[src/rtl/ram_arb_pkg.sv]
// Shared types for the data-RAM arbiter: FSM states, read owners and the
// return-pipe tag that travels alongside each granted access.
package ram_arb_pkg;

    typedef enum logic {C_PRI = 1'b0, H_FORCE = 1'b1} arb_state_t;

    typedef enum logic {OWN_C = 1'b0, OWN_H = 1'b1} owner_t;

    typedef struct packed {
        logic   v;
        owner_t own;
    } rd_tag_t;

    localparam int unsigned WAIT_W = 8;

endpackage

[src/rtl/rd_return_pipe.sv]
// Delay line of read tags matching the RAM read latency, so each returning
// datum can be steered to the port that issued it.
module rd_return_pipe
    import ram_arb_pkg::*;
#(
    parameter int unsigned RD_LAT = 1
) (
    input  logic    clk,
    input  logic    rst_n,
    input  rd_tag_t push_tag,
    output rd_tag_t ret_tag
);

    rd_tag_t stage_r [RD_LAT];

    // Shift tags one stage per cycle; reset discards anything in flight.
    always_ff @(posedge clk or negedge rst_n) begin
        if (!rst_n) begin
            for (int i = 0; i < RD_LAT; i++) begin
                stage_r[i] <= '0;
            end
        end else begin
            stage_r[0] <= push_tag;
            for (int i = 1; i < RD_LAT; i++) begin
                stage_r[i] <= stage_r[i-1];
            end
        end
    end

    assign ret_tag = stage_r[RD_LAT-1];

endmodule

[src/rtl/ram_arbiter.sv]
// Arbitrates the single-port data RAM between the pipeline MEM stage (C, high
// priority) and the host port (H), with a starvation guard for H.
module ram_arbiter
    import ram_arb_pkg::*;
#(
    parameter int unsigned AW       = 32,
    parameter int unsigned DW       = 32,
    parameter int unsigned RD_LAT   = 1,
    parameter int unsigned MAX_WAIT = 8
) (
    input  logic          clk,
    input  logic          rst,
    input  logic          c_req,
    input  logic          c_we,
    input  logic [AW-1:0] c_addr,
    input  logic [DW-1:0] c_wdata,
    output logic          c_gnt,
    output logic          c_rvalid,
    output logic [DW-1:0] c_rdata,
    output logic          cpu_stall,
    input  logic          h_req,
    input  logic          h_we,
    input  logic [AW-1:0] h_addr,
    input  logic [DW-1:0] h_wdata,
    output logic          h_gnt,
    output logic          h_rvalid,
    output logic [DW-1:0] h_rdata,
    output logic [AW-1:0] ram_address,
    output logic [DW-1:0] ram_data,
    output logic          ram_wren,
    input  logic [DW-1:0] ram_q
);

    localparam logic [WAIT_W-1:0] WAIT_LIM = WAIT_W'(MAX_WAIT - 1);
    localparam logic [WAIT_W-1:0] WAIT_SAT = {WAIT_W{1'b1}};

    arb_state_t        state_r, state_nxt_s;
    logic [WAIT_W-1:0] wait_cnt_r, wait_cnt_nxt_s;
    logic              c_gnt_s, h_gnt_s;
    logic [AW-1:0]     addr_hold_r, ram_address_s;
    logic [DW-1:0]     data_hold_r, ram_data_s;
    logic              ram_wren_s;
    rd_tag_t           push_tag_s, ret_tag_s;
    logic              c_rvalid_s, h_rvalid_s;
    logic [DW-1:0]     c_rdata_r, h_rdata_r;

    // Grant selection and next state; H_FORCE hands one slot to a starved host.
    always_comb begin
        c_gnt_s     = 1'b0;
        h_gnt_s     = 1'b0;
        state_nxt_s = C_PRI;
        case (state_r)
            H_FORCE: begin
                if (h_req) begin
                    h_gnt_s = 1'b1;
                end else begin
                    c_gnt_s = c_req;
                end
            end
            default: begin
                if (c_req) begin
                    c_gnt_s = 1'b1;
                end else begin
                    h_gnt_s = h_req;
                end
                if (h_req && !h_gnt_s && (wait_cnt_r == WAIT_LIM)) begin
                    state_nxt_s = H_FORCE;
                end else begin
                    state_nxt_s = C_PRI;
                end
            end
        endcase
    end

    // Starvation counter: counts consecutive denied host cycles, saturating.
    always_comb begin
        wait_cnt_nxt_s = '0;
        if (h_req && !h_gnt_s) begin
            wait_cnt_nxt_s = (wait_cnt_r == WAIT_SAT) ? wait_cnt_r : wait_cnt_r + 8'd1;
        end else begin
            wait_cnt_nxt_s = '0;
        end
    end

    // RAM port mux; with no grant the bus keeps its last driven values.
    always_comb begin
        ram_wren_s    = 1'b0;
        ram_address_s = addr_hold_r;
        ram_data_s    = data_hold_r;
        if (c_gnt_s) begin
            ram_wren_s    = c_we;
            ram_address_s = c_addr;
            ram_data_s    = c_wdata;
        end else if (h_gnt_s) begin
            ram_wren_s    = h_we;
            ram_address_s = h_addr;
            ram_data_s    = h_wdata;
        end else begin
            ram_wren_s    = 1'b0;
        end
    end

    // Tag pushed into the return pipe; writes travel as invalid slots.
    always_comb begin
        push_tag_s.v   = (c_gnt_s & ~c_we) | (h_gnt_s & ~h_we);
        push_tag_s.own = h_gnt_s ? OWN_H : OWN_C;
    end

    rd_return_pipe #(.RD_LAT(RD_LAT)) u_rd_pipe (
        .clk      (clk),
        .rst_n    (rst),
        .push_tag (push_tag_s),
        .ret_tag  (ret_tag_s)
    );

    assign c_rvalid_s = ret_tag_s.v && (ret_tag_s.own == OWN_C);
    assign h_rvalid_s = ret_tag_s.v && (ret_tag_s.own == OWN_H);

    // Arbitration state and starvation counter.
    always_ff @(posedge clk or negedge rst) begin
        if (!rst) begin
            state_r    <= C_PRI;
            wait_cnt_r <= '0;
        end else begin
            state_r    <= state_nxt_s;
            wait_cnt_r <= wait_cnt_nxt_s;
        end
    end

    // Remember the last driven address/data so the bus holds when idle.
    always_ff @(posedge clk or negedge rst) begin
        if (!rst) begin
            addr_hold_r <= '0;
            data_hold_r <= '0;
        end else if (c_gnt_s || h_gnt_s) begin
            addr_hold_r <= ram_address_s;
            data_hold_r <= ram_data_s;
        end
    end

    // Per-port read data capture so the non-owner keeps its last value.
    always_ff @(posedge clk or negedge rst) begin
        if (!rst) begin
            c_rdata_r <= '0;
            h_rdata_r <= '0;
        end else begin
            if (c_rvalid_s) c_rdata_r <= ram_q;
            if (h_rvalid_s) h_rdata_r <= ram_q;
        end
    end

    assign c_gnt       = c_gnt_s;
    assign h_gnt       = h_gnt_s;
    assign cpu_stall   = c_req & ~c_gnt_s;
    assign ram_wren    = ram_wren_s;
    assign ram_address = ram_address_s;
    assign ram_data    = ram_data_s;
    assign c_rvalid    = c_rvalid_s;
    assign h_rvalid    = h_rvalid_s;
    assign c_rdata     = c_rvalid_s ? ram_q : c_rdata_r;
    assign h_rdata     = h_rvalid_s ? ram_q : h_rdata_r;

endmodule

[config.mk]
export PLATFORM = sky130hd
export DESIGN_NAME = ram_arbiter
export DESIGN_NICKNAME = d
export VERILOG_FILES = /design/src/rtl/ram_arb_pkg.sv /design/src/rtl/rd_return_pipe.sv /design/src/rtl/ram_arbiter.sv
export SDC_FILE = /design/constraint.sdc
export NUM_CORES = 1
export LEC_CHECK = 0
export CAP_MARGIN = 30
export CORE_MARGIN = 5
export CORE_UTILIZATION = 46
export DETAILED_ROUTE_END_ITERATION = 10
export GPL_ROUTABILITY_DRIVEN = 0
export MAX_ROUTING_LAYER = met4
export PLACE_DENSITY = 0.95
export SKIP_CTS_REPAIR_TIMING = 1
export SYNTH_ARGS = -nofsm -noshare
export SYNTH_HDL_FRONTEND = slang
export SYNTH_HIERARCHICAL = 1
export SYNTH_SLANG_ARGS = --single-unit
[constraint.sdc]
create_clock -name clk -period 3.15 [get_ports clk]
set_input_delay 0.63 -clock clk [delete_from_list [all_inputs] [get_ports clk]]
set_output_delay 0.63 -clock clk [all_outputs]
set_load 0.02 [all_outputs]
### After elaboration in Yosys (flattened, before gate mapping)

Index checks and enable logic that the tools add are counted.

* multiplexer cells: 20
* reductions and logical operators: 8
* eq/ne operators: 3
* bitwise operators: 8
* add/subtract/negate cells: 1

Operator list (count)
* $mux 32: 6
* $mux 8: 2
* $mux 1: 12
* $add 8x1->8 const B: 1
* $eq 8x3->1 const B: 1
* $eq 8x8->1 const B: 1
* $logic_and 1x1->1: 5
* $not 1->1: 4
* $and 1x1->1: 3
* $logic_not 1->1: 2
* $ne 2x2->1 const B: 1
* $logic_or 1x1->1: 1
* $or 1x1->1: 1

* bits of input ports: 166
* logic and storage cells: 48
* flip-flop bits (word level): 139

### Logic depth before layout (Yosys ltp)

* word-level depth: 7
* gate-level depth with buffers: 6
* mapped depth without buffers: 4

### Hierarchy

Netlist, hierarchy kept.

By module, submodules not included
* ram_arbiter: cells an instance 613, times used 1, area each 6690.2 um^2
* rd_return_pipe: cells an instance 2, times used 1, area each 50.0 um^2

### Worst setup path after synthesis

OpenSTA, ideal clock, no wires.

* path type: input-to-output
* start: input port c_req
* end: output port ram_wren
* path buffers: 1
* data arrival time: 1773 ps
* cell stages on the path: 3
* path slack: 747 ps
* path through: buf_4 a21boi_0 a22o_1

RTL lines
* from (decl): RTL line ram_arbiter.sv:13 `input logic c_req,`
* $mux 1, on equally long branches: RTL line ram_arbiter.sv:61, ram_arbiter.sv:54
* $mux 1 (*): RTL line ram_arbiter.sv:52 `case (state_r)`
* net c_gnt: RTL line ram_arbiter.sv:17 `output logic c_gnt,`
* $mux 1 (*): RTL line ram_arbiter.sv:90 `if (c_gnt_s) begin`
* to (decl): RTL line ram_arbiter.sv:30 `output logic ram_wren,`

The timed path passes the listed nets; every way through them passes the cells marked *. The select of a mux whose other input is x is not followed.

### Worst setup path after layout

* start: input port c_req
* end: output port ram_address[6]

* longest elaborated chain between the ends: 5

RTL lines
* $mux 1: RTL line ram_arbiter.sv:61 `if (c_req) begin`
* $mux 1 (2 in series): RTL line ram_arbiter.sv:52
* $mux 32: RTL line ram_arbiter.sv:94 `end else if (h_gnt_s) begin`
* $mux 32 (*): RTL line ram_arbiter.sv:90
* to (decl): RTL line ram_arbiter.sv:28 `output logic [AW-1:0] ram_address,`

Every way passes the cells marked *; elsewhere a longest branch is shown, timed or not. The select of a mux whose other input is x is not followed.

==> impl_results.md <==
* Cell Area, Synth at 6740 µm²
* Fill cells at 929
* Leak Pwr at 0.00476 µW
* Routed vias at 6065
* Post-layout power at 6080 µW
* Sw Pwr at 1780 µW
* Rel. slew slack at 68.1%
* Drt pass-1 iters at 7
* Switching share of total power at 29.2%
* Core ar. at 14500 µm²
* P_int at 4300 µW
* CTS tree: built
* Highest clock rate at 329 MHz
* Die width at 131 µm
* # port buffers at 299
* CTS sink cnt at 139
* Crit start category: input port
* Max-cap violations at 0
* I/O pin count at 300
* Final worst path period share at 96.4%
* Initial core utilization at 46.6%
* Cell count after synthesis at 615
* First-pass GRT wire length at 33100 µm
* CTS H-tree lvls at 4
* Routed Antenna Nets at 0
* Sequential share of the synthesized area at 51.6%
* Logic pwr share at 30.7%
* Fin util at 73.7%
* Share of layout cells above drive strength 1 at 20.1%
* P per Cell Area at 570 nW/µm²
* VDD IR max at 0.000335 V
* Mapped Avg Cell Area at 11.0 µm²
* Root Buffer: clkbuf_16
* Die area at 17200 µm²
* Post-Syn Nets at 782
* Die H at 131 µm
* Drt initial violations at 360
* Largest net degree at the start of global routing at 68
* YS warnings at 6
* Status: finished clean
* Vias in the first global route at 6368
* Worst endpoint data arrival time at 2.41 ns
* Min Tclk post-route at 3.04 ns
* Layout Skew at 0.00820 ns
* Initial antenna violation count at 1
* Setup TNS at 0 ns
* Worst Path Class, Setup: input port to output port
* Clock buffer depth at 2
* Final Hold Viols at 0
* Fin. max-slew vios at 0
* Layout area overhead at 58.3%
* Flops & latches, synth at 139
* Worst r2r src: state_r
* CP Data Required Time at 2.52 ns
* CP endpoint kind: output port
* Clock slew at reported path FFs at 0.06 ns
* Part of the power in registers at 34.9%
* # setup viols final at 0
* Clock Latency Late Sink at 0.41 ns
* Worst Hold Class: input port to asynchronous set/reset pin
* Dpl hpwl at 16100 µm
* Cell variety after synth at 32
* Worst Tran Pin Value at 0.478 ns
* CTS buffer count at 17
* Nets at 1074
* Post-Route WL at 22700 µm
* Routed len/inst at 20.5 µm
* RSZ-0062 raised after global routing: false
* Row Count at 44
* Worst-path fanout max at 67
* Detailed-route DRC error count at 0
* Clock power share at 34.4%
* Hold WS at 0.109 ns
* GR Overflow Total at 0
* Total Routing Usage GR at 25.9%
* Worst Setup SP: c_req
* Avg Vias per Cell at 5.49
[through the flow]
step | instances | cell area, µm² | setup slack [ns]
6_report | 1105 | 10700 | 0.113
5_1_grt | 1105 | 10700 | 0.00116
4_1_cts | 1104 | 10600 | -0.0282
3_5_place_dp | 1072 | 9970 | 0.149
3_3_place_gp | 1072 | 9970 | 0.184
2_1_floorplan | 615 | 6740 | 0.747
[path summary, 6_finish.rpt]
check / endpoint / slack [ns] / depth (start not counted)
worst max register to register: addr_hold_r[9] / 1.56 / 6
worst min register to register: c_rdata_r[18] / 0.50 / 1
max in group asynchronous: c_rdata_r[16] / 2.22 / 2
worst min-delay path: addr_hold_r[29] / 0.11 / 1
min in group clk: c_rdata_r[18] / 0.50 / 1
worst max-delay path: ram_address[6] / 0.11 / 6
[state kept, by name (all words and copies together), names as in the netlist]
signal	flops
addr_hold_r	32
c_rdata_r	32
data_hold_r	32
h_rdata_r	32
wait_cnt_r	8
u_rd_pipe/ret_tag	2
state_r	1
[cell families (layout without fill, tap and decap cells)]
group | Yosys count | count (layout) | share of synthesized area [%]
buf+inv | 110 | 415 | 7.02
flops | 139 | 139 | 51.6
mux | 129 | 129 | 21.6
compound gates | 207 | 207 | 17.0
fa+ha+maj | 1 | 1 | 0.186
other cells | 0 | 1 | 0
simple gates | 29 | 29 | 2.67
[cell type report]
cell class / count / area, µm² / share of cell area (%)
antenna: 1 / 2.50 / 0.0234
clock buffer: 20 / 467 / 4.37
clock inverter: 12 / 160 / 1.50
inverter: 67 / 253 / 2.37
multi-input combinational: 366 / 2800 / 26.2
sequential: 139 / 3480 / 32.6
tap: 184 / 230 / 2.16
timing repair buffer: 316 / 3280 / 30.8
[metal layers]
layer  global-route usage, %  routed length (µm)  part of all wire (%)  up-vias
met3                    6.20                1740                   7.7       45
met2                    43.7               11500                    51      263
li1                        -                   -                     -     2793
met4                    9.62                 616                   2.7        0
met5                       -                   0                     0        -
met1                    29.9                8830                    39     2964
[cells in the mapped netlist]
cell | n | area [µm²]
dfrtp_1 | 139 | 3480
inv_1 | 66 | 248
buf_4 | 1 | 7.51
nor3b_1 | 2 | 15.0
ha_1 | 1 | 12.5
nand3b_4 | 1 | 20.0
a21boi_0 | 3 | 22.5
o21ai_0 | 2 | 10.0
nor4bb_1 | 1 | 10.0
nand2_1 | 3 | 11.3
a211oi_1 | 1 | 7.51
and3_1 | 3 | 18.8
nor2b_1 | 1 | 6.26
nand2b_1 | 2 | 12.5
and4_1 | 2 | 17.5
buf_1 | 4 | 15.0
a21oi_1 | 131 | 656
a22o_1 | 1 | 8.76
nand3_1 | 3 | 15.0
mux2_2 | 129 | 1450
a31oi_1 | 1 | 6.26
nor2_1 | 5 | 18.8
nor3_1 | 4 | 20.0
o2111ai_1 | 2 | 17.5
o22ai_1 | 64 | 400
clkbuf_1 | 8 | 30.0
buf_2 | 27 | 135
nor4b_1 | 1 | 8.76
inv_2 | 1 | 3.75
nand4_1 | 1 | 6.26
buf_6 | 3 | 33.8
o21bai_1 | 2 | 15.0
[worst max-delay path, cell delays in order]
cell and delay, ns:
buf_2 0.12, buf_12 0.34, mux2_2 0.39, o22ai_1 0.25
a21oi_1 0.08, clkdlybuf4s50_1 0.56
[power by group through the flow]
stage,clock network (µW),logic (µW),registers (µW)
CTS,2120,1880,2130
global placement,0,1810,2120
floorplan,0,922,2110
global route,2200,1970,2140
detailed placement,0,1860,2150
finish,2090,1870,2120
[layout by cell type, fill, tap and decap left out, types with 2 or more instances in the layout]
cell / synthesis / layout
inv_6: 0 / 2
clkinvlp_4: 0 / 4
and3_1: 3 / 3
buf_4: 1 / 9
o2111ai_1: 2 / 2
dfrtp_1: 139 / 139
clkinv_2: 0 / 2
clkbuf_16: 0 / 17
o21ai_0: 2 / 2
nor3b_1: 2 / 2
clkdlybuf4s50_1: 0 / 268
buf_2: 27 / 2
inv_1: 66 / 66
nor3_1: 4 / 4
dlymetal6s2s_1: 0 / 28
buf_12: 0 / 8
nor2_1: 5 / 5
nand2_1: 3 / 3
nand3_1: 3 / 3
a21boi_0: 3 / 3
bufinv_16: 0 / 3
clkinv_4: 0 / 2
clkbuf_8: 0 / 3
a21oi_1: 131 / 131
o21bai_1: 2 / 2
o22ai_1: 64 / 64
mux2_2: 129 / 129
and4_1: 2 / 2
Note: power is estimated with default switching activity, not from simulation.
